## src/rtl/uart_rx_core.sv

```systemverilog
// uart_rx_core: oversampling UART receiver with a valid/ready output handshake.
// Ports:
//   clock, rst          system clock, synchronous active-high reset
//   rx                  asynchronous serial input, idle high
//   divisor             clock cycles per sample tick (0 behaves as 1)
//   parity_type         00/11 none, 01 odd, 10 even
//   stop_bits           0 = one stop bit, 1 = two stop bits
//   data_out/data_valid received word and its valid flag, accepted by data_ready
//   active_flag         high while a frame is in progress
//   error_flag          [0] parity, [1] false start, [2] framing, [3] overrun
module uart_rx_core #(
    parameter int unsigned DATA_BITS  = 8,
    parameter int unsigned OVERSAMPLE = 16,
    parameter int unsigned DIV_W      = 16
) (
    input  logic                 clock,
    input  logic                 rst,
    input  logic                 rx,
    input  logic [DIV_W-1:0]     divisor,
    input  logic [1:0]           parity_type,
    input  logic                 stop_bits,
    output logic [DATA_BITS-1:0] data_out,
    output logic                 data_valid,
    input  logic                 data_ready,
    output logic                 active_flag,
    output logic [3:0]           error_flag
);

    localparam int unsigned TCNT_W = $clog2(OVERSAMPLE);
    localparam int unsigned BCNT_W = $clog2(DATA_BITS + 1);

    localparam logic [TCNT_W-1:0] HALF_LAST = TCNT_W'(OVERSAMPLE / 2 - 1);
    localparam logic [TCNT_W-1:0] FULL_LAST = TCNT_W'(OVERSAMPLE - 1);
    localparam logic [BCNT_W-1:0] DATA_LAST = BCNT_W'(DATA_BITS - 1);

    localparam logic [2:0] S_IDLE   = 3'd0;
    localparam logic [2:0] S_START  = 3'd1;
    localparam logic [2:0] S_DATA   = 3'd2;
    localparam logic [2:0] S_PARITY = 3'd3;
    localparam logic [2:0] S_STOP   = 3'd4;
    localparam logic [2:0] S_DONE   = 3'd5;

    logic                 rx_meta_q, rx_meta_d;
    logic                 rx_s_q, rx_s_d;
    logic                 line_seen_q, line_seen_d;
    logic                 armed_q, armed_d;
    logic [2:0]           state_q, state_d;
    logic [DIV_W-1:0]     cnt_q, cnt_d;
    logic                 tick_q, tick_d;
    logic [TCNT_W-1:0]    tcnt_q, tcnt_d;
    logic [BCNT_W-1:0]    bcnt_q, bcnt_d;
    logic [DATA_BITS-1:0] shift_q, shift_d;
    logic [DIV_W-1:0]     div_q, div_d;
    logic [1:0]           ptype_q, ptype_d;
    logic                 stop2_q, stop2_d;
    logic                 perr_q, perr_d;
    logic                 ferr_q, ferr_d;
    logic [DATA_BITS-1:0] data_out_q, data_out_d;
    logic                 valid_q, valid_d;
    logic                 active_q, active_d;
    logic [3:0]           err_q, err_d;

    logic                 sample;
    logic                 par_en;
    logic                 par_x;
    logic [DIV_W-1:0]     div_eff;

    // Next-state, datapath and output computation.
    always_comb begin
        rx_meta_d   = rx;
        rx_s_d      = rx_meta_q;
        // The synchroniser reset value is not an observation of the line.
        line_seen_d = 1'b1;
        armed_d     = armed_q;
        state_d     = state_q;
        cnt_d       = cnt_q;
        tick_d      = 1'b0;
        tcnt_d      = tcnt_q;
        bcnt_d      = bcnt_q;
        shift_d     = shift_q;
        div_d       = div_q;
        ptype_d     = ptype_q;
        stop2_d     = stop2_q;
        perr_d      = perr_q;
        ferr_d      = ferr_q;
        data_out_d  = data_out_q;
        valid_d     = valid_q;
        err_d       = err_q;
        sample      = 1'b0;
        par_en      = (ptype_q == 2'b01) || (ptype_q == 2'b10);
        par_x       = ^{shift_q, rx_s_q};
        div_eff     = (div_q == '0) ? DIV_W'(1) : div_q;

        // Tick k lands k*div_eff cycles after START entry (registered pulse).
        if (state_q != S_IDLE) begin
            if (cnt_q == div_eff - DIV_W'(1)) begin
                cnt_d  = '0;
                tick_d = 1'b1;
            end else begin
                cnt_d = cnt_q + DIV_W'(1);
            end
        end

        // Mid-bit sample point: half a bit into START, one bit period elsewhere.
        if (tick_q) begin
            if (tcnt_q == ((state_q == S_START) ? HALF_LAST : FULL_LAST)) begin
                sample = 1'b1;
                tcnt_d = '0;
            end else begin
                tcnt_d = tcnt_q + TCNT_W'(1);
            end
        end

        if (valid_q && data_ready) begin
            valid_d = 1'b0;
        end

        if (rx_s_q && rx_meta_q && line_seen_q) begin
            armed_d = 1'b1;
        end

        case (state_q)
            S_IDLE: begin
                if (armed_q && !rx_s_q) begin
                    state_d = S_START;
                    armed_d = 1'b0;
                    cnt_d   = '0;
                    tick_d  = 1'b0;
                    tcnt_d  = '0;
                    bcnt_d  = '0;
                    perr_d  = 1'b0;
                    ferr_d  = 1'b0;
                    div_d   = divisor;
                    ptype_d = parity_type;
                    stop2_d = stop_bits;
                end
            end
            S_START: begin
                if (sample) begin
                    if (!rx_s_q) begin
                        state_d = S_DATA;
                    end else begin
                        state_d = S_IDLE;
                        err_d   = 4'b0010;
                    end
                end
            end
            S_DATA: begin
                if (sample) begin
                    shift_d = {rx_s_q, shift_q[DATA_BITS-1:1]};
                    if (bcnt_q == DATA_LAST) begin
                        bcnt_d  = '0;
                        state_d = par_en ? S_PARITY : S_STOP;
                    end else begin
                        bcnt_d = bcnt_q + BCNT_W'(1);
                    end
                end
            end
            S_PARITY: begin
                if (sample) begin
                    perr_d  = (ptype_q == 2'b01) ? !par_x : par_x;
                    state_d = S_STOP;
                end
            end
            S_STOP: begin
                if (sample) begin
                    if (!rx_s_q) begin
                        ferr_d = 1'b1;
                    end
                    if (stop2_q && (bcnt_q == '0)) begin
                        bcnt_d = BCNT_W'(1);
                    end else begin
                        state_d = S_DONE;
                    end
                end
            end
            S_DONE: begin
                state_d = S_IDLE;
                if (!valid_q || data_ready) begin
                    data_out_d = shift_q;
                    valid_d    = 1'b1;
                    err_d      = {1'b0, ferr_q, 1'b0, perr_q};
                end else begin
                    err_d = {1'b1, ferr_q, 1'b0, perr_q};
                end
                // Break: the line is still low, so wait for it to go high again.
                if (ferr_q && !rx_s_q) begin
                    armed_d = 1'b0;
                end
            end
            default: begin
                state_d = S_IDLE;
            end
        endcase

        active_d = (state_d != S_IDLE);
    end

    // State and output registers.
    always_ff @(posedge clock) begin
        if (rst) begin
            rx_meta_q   <= 1'b1;
            rx_s_q      <= 1'b1;
            line_seen_q <= 1'b0;
            armed_q     <= 1'b0;
            state_q     <= S_IDLE;
            cnt_q       <= '0;
            tick_q      <= 1'b0;
            tcnt_q      <= '0;
            bcnt_q      <= '0;
            shift_q     <= '0;
            div_q       <= '0;
            ptype_q     <= 2'b00;
            stop2_q     <= 1'b0;
            perr_q      <= 1'b0;
            ferr_q      <= 1'b0;
            data_out_q  <= '0;
            valid_q     <= 1'b0;
            active_q    <= 1'b0;
            err_q       <= 4'b0000;
        end else begin
            rx_meta_q   <= rx_meta_d;
            rx_s_q      <= rx_s_d;
            line_seen_q <= line_seen_d;
            armed_q     <= armed_d;
            state_q     <= state_d;
            cnt_q       <= cnt_d;
            tick_q      <= tick_d;
            tcnt_q      <= tcnt_d;
            bcnt_q      <= bcnt_d;
            shift_q     <= shift_d;
            div_q       <= div_d;
            ptype_q     <= ptype_d;
            stop2_q     <= stop2_d;
            perr_q      <= perr_d;
            ferr_q      <= ferr_d;
            data_out_q  <= data_out_d;
            valid_q     <= valid_d;
            active_q    <= active_d;
            err_q       <= err_d;
        end
    end

    assign data_out    = data_out_q;
    assign data_valid  = valid_q;
    assign active_flag = active_q;
    assign error_flag  = err_q;

endmodule

```

## config.mk

```make
export PLATFORM = sky130hd
export DESIGN_NAME = uart_rx_core
export DESIGN_NICKNAME = d
export VERILOG_FILES = /design/src/rtl/uart_rx_core.sv
export SDC_FILE = /design/constraint.sdc
export NUM_CORES = 1
export LEC_CHECK = 0
export CORE_MARGIN = 2
export CORE_UTILIZATION = 40
export CTS_BUF_LIST = sky130_fd_sc_hd__clkbuf_8
export DETAILED_ROUTE_END_ITERATION = 8
export PLACE_DENSITY_LB_ADDON = 0.05
export SLEW_MARGIN = 30
export SYNTH_ARGS = -nofsm -noshare
export SYNTH_HDL_FRONTEND = slang
export SYNTH_SLANG_ARGS = --single-unit
```

## constraint.sdc

```tcl
create_clock -name clock -period 4.6 [get_ports clock]
set_input_delay 0.92 -clock clock [delete_from_list [all_inputs] [get_ports clock]]
set_output_delay 0.92 -clock clock [all_outputs]
set_load 0.1 [all_outputs]
```

==> results.sh <==
export IMPL_io_pins=37
export IMPL_finalSetupViolations=0
export IMPL_layout_nets=497
export IMPL_vias_per_std_cell=5.34
export IMPL_design_core_area_um2=9240
export IMPL_postSynthNetCount=470
export IMPL_status="completed"
export IMPL_synth_async_sr_flop_share_pct=0
export IMPL_synth_edf_count=0
export IMPL_chipHeight_um=102
export IMPL_cts_max_path_buffers=2
export IMPL_yosysWarnings=0
export IMPL_critPathCaptureType="flop"
export IMPL_grt_setup_unrepaired="false"
export IMPL_worstMarginPinSlew_ps=970
export IMPL_worst_setup_path_start_kind="flop"
export IMPL_ant_nets=0
export IMPL_grtUsageTotal_pct=18.2
export IMPL_drtPass1Iterations=4
export IMPL_fp_dieW_um=102
export IMPL_globalRoute_totalOverflow=0
export IMPL_cts_tree="done"
export IMPL_num_antenna_cells=0
export IMPL_static_leakage_power_nw=1.48
export IMPL_yosysUniqueCellTypes=57
export IMPL_grt_first_pass_wirelength_um=14900
export IMPL_achievable_frequency_ghz=0.250
export IMPL_fin_setup_tns_ps=0
export IMPL_maxSlewHeadroom_pct=35.1
export IMPL_synthesis_area_per_instance_um2=8.64
export IMPL_cts_post_setup_buffers_inserted=0
export IMPL_finalWirelength_um=8700
export IMPL_hold_buffers=0
export IMPL_cts_clk_slew_worst_paths_ps=80
export IMPL_synthesis_area_um2=3810
export IMPL_cts_htree_levels=3
export IMPL_final_hold_violation_count=0
export IMPL_vias=3212
export IMPL_timing_final_max_slew_violations=0
export IMPL_synthDominantAreaCellType="sky130_fd_sc_hd__dfxtp_1"
export IMPL_utilization_pct=48.0
export IMPL_synth_top_cell_area_share_pct=39.4
export IMPL_netlist_instances=441
export IMPL_cts_resized=0
export IMPL_grt_start_max_net_pins=40
export IMPL_cts_num_sinks=75
export IMPL_final_min_period_over_clock_period_pct=86.9
export IMPL_crit_type="reg2reg"
export IMPL_wl_per_cell_um=14.5
export IMPL_area_growth_syn_to_layout_pct=16.3
export IMPL_final_layout_size_suffix_gt1_share_pct=8.03
export IMPL_num_rows=35
export IMPL_cts_root_buffer_cell="sky130_fd_sc_hd__clkbuf_8"
export IMPL_fin_worst_skew_ps=9.82
export IMPL_cts_buffers=9
export IMPL_dp_final_hpwl_um=6160
export IMPL_worst_ep_arrival_time_ps=4190
export IMPL_antenna_found_initial=0
export IMPL_crit_required_ps=4790
export IMPL_synthTopCellsByArea="sky130_fd_sc_hd__dfxtp_1 (39%), sky130_fd_sc_hd__nand2_1 (5.5%), sky130_fd_sc_hd__xnor2_1 (5.3%), sky130_fd_sc_hd__xor2_1 (4.6%), sky130_fd_sc_hd__nor2_1 (4.5%)"
export IMPL_synth_most_common_cell="sky130_fd_sc_hd__dfxtp_1"
export IMPL_gp_routability_congestion=0.904
export IMPL_maxCapViolations=0
export IMPL_grt_pass1_vias=3127
export IMPL_synthFlopType="sky130_fd_sc_hd__dfxtp_1"
export IMPL_remaining_drc_errors=0
export IMPL_synth_top_cells_by_count="sky130_fd_sc_hd__dfxtp_1 (75), sky130_fd_sc_hd__nand2_1 (56), sky130_fd_sc_hd__nor2_1 (46)"
export IMPL_detailedRoute_firstIterationViolations=76
export IMPL_floorplan_die_area_um2=10300
export IMPL_final_min_clock_period_ps=4000
export IMPL_ys_seq_elements=75
export IMPL_p_per_area_nw_per_um2=283
export IMPL_timing_hold_worst_class="reg2reg"
export IMPL_clock_latency_ps=350
export IMPL_layout_filler_cells=900
export IMPL_cp_max_fo=16
export IMPL_io_buffers=36
export IMPL_worst_case_vdd_ir_drop_uv=133
export IMPL_synth_sequential_area_ratio_pct=39.4
export IMPL_initial_core_util_pct=41.2
-- layout make-up --
type                    count  area, µm²  share of cell area, %
well taps                 129        161                   3.64
repair buffers             39        378                   8.52
clock buffers               9        124                   2.79
inverters                  10       37.5                  0.847
clock inverters             7       45.0                   1.02
multi-input cells         333       2190                   49.3
flip-flops and latches     75       1500                   33.9
-- power breakdown --
group	leakage [nW]	internal (W)	total [W]	switching, W
sequential	0.605	0.000654	0.000661	0.00000682
clock	0.0770	0.000192	0.000445	0.000253
combinational	0.795	0.0000665	0.000147	0.0000803
total	1.48	0.000913	0.00125	0.000340
-- logic make-up (layout without fill, tap and decap cells) --
| logic type | Yosys count | count (layout) | share of synthesized area, % |
|---|---|---|---|
| DFF | 75 | 75 | 39.4 |
| adders and majority gates | 6 | 6 | 1.97 |
| AOI/OAI and AO/OA | 82 | 82 | 14.8 |
| and+or+nand+nor | 183 | 183 | 25.0 |
| xor gates and xnor gates | 44 | 44 | 10.5 |
| muxes | 18 | 18 | 4.76 |
| buffers and inverters | 33 | 65 | 3.48 |
-- metrics by stage --
| stage | std cells | hold WS, ps | instance area [µm²] | power [W] | setup slack [ps] |
|---|---|---|---|---|---|
| 6_report | 602 | 454 | 4430 | 0.00125 | 601 |
| 5_1_grt | 602 | 467 | 4430 | 0.00131 | 294 |
| 4_1_cts | 602 | 455 | 4430 | 0.00127 | 631 |
| 3_5_place_dp | 586 | 433 | 4260 | 0.000822 | 659 |
| 3_3_place_gp | 586 | 440 | 4260 | 0.000823 | 737 |
| 2_1_floorplan | 441 | 418 | 3810 | 0.000785 | 1230 |
-- critical path, stage by stage (launching register included) --
cell,delay (ps)
sky130_fd_sc_hd__dfxtp_1,510
sky130_fd_sc_hd__nor4_4,140
sky130_fd_sc_hd__a41oi_1,430
sky130_fd_sc_hd__ha_1,270
sky130_fd_sc_hd__nor3b_1,580
sky130_fd_sc_hd__and4_1,290
sky130_fd_sc_hd__o221ai_1,140
sky130_fd_sc_hd__or4_4,520
sky130_fd_sc_hd__nor4_4,780
sky130_fd_sc_hd__a211oi_1,180
-- routing by layer --
layer	global-route usage, %	up-vias	routed length (µm)
met1	22.9	1508	4030
met5	0	-	0
met3	4.35	17	289
met2	30.0	62	4180
met4	7.07	0	204
li1	-	1625	-
-- registers in the layout (all words and copies together), names as in the netlist --
signal	cells
cnt_q	16
div_q	16
data_out	8
shift_q	8
bcnt_q	4
error_flag	4
tcnt_q	4
state_q	3
ptype_q	2
active_flag	1
armed_q	1
data_valid	1
ferr_q	1
line_seen_q	1
perr_q	1
rx_meta_q	1
rx_s_q	1
stop2_q	1
tick_q	1
-- worst paths after layout --
| path | start | endpoint | slack, ps | depth (start not counted) |
|---|---|---|---|---|
| setup reg to reg | div_q[8] | cnt_q[3] | 600 | 9 |
| hold / removal | rx_meta_q | rx_s_q | 450 | 1 |
| hold reg to reg | rx_meta_q | rx_s_q | 450 | 1 |
| setup / recovery | div_q[8] | cnt_q[3] | 600 | 9 |
-- layout by cell type, fill, tap and decap left out, types with 4 or more instances in the layout --
master                            count
sky130_fd_sc_hd__dfxtp_1             75
sky130_fd_sc_hd__or3_1                7
sky130_fd_sc_hd__clkinvlp_4           4
sky130_fd_sc_hd__nor4_1               6
sky130_fd_sc_hd__mux2i_1             17
sky130_fd_sc_hd__clkbuf_8             9
sky130_fd_sc_hd__nand2_1             56
sky130_fd_sc_hd__nor2_1              46
sky130_fd_sc_hd__a211oi_1            17
sky130_fd_sc_hd__or4_1                6
sky130_fd_sc_hd__or2_2                5
sky130_fd_sc_hd__xnor2_1             23
sky130_fd_sc_hd__nor3_1               7
sky130_fd_sc_hd__ha_1                 6
sky130_fd_sc_hd__nand3_1             12
sky130_fd_sc_hd__xor2_1              20
sky130_fd_sc_hd__nand2b_1             4
sky130_fd_sc_hd__a31oi_1              6
sky130_fd_sc_hd__clkdlybuf4s50_1     35
sky130_fd_sc_hd__nand4_1              7
sky130_fd_sc_hd__a21oi_1             28
sky130_fd_sc_hd__inv_1               10
sky130_fd_sc_hd__o21ai_0              5
(Power assumes the default switching activity.)
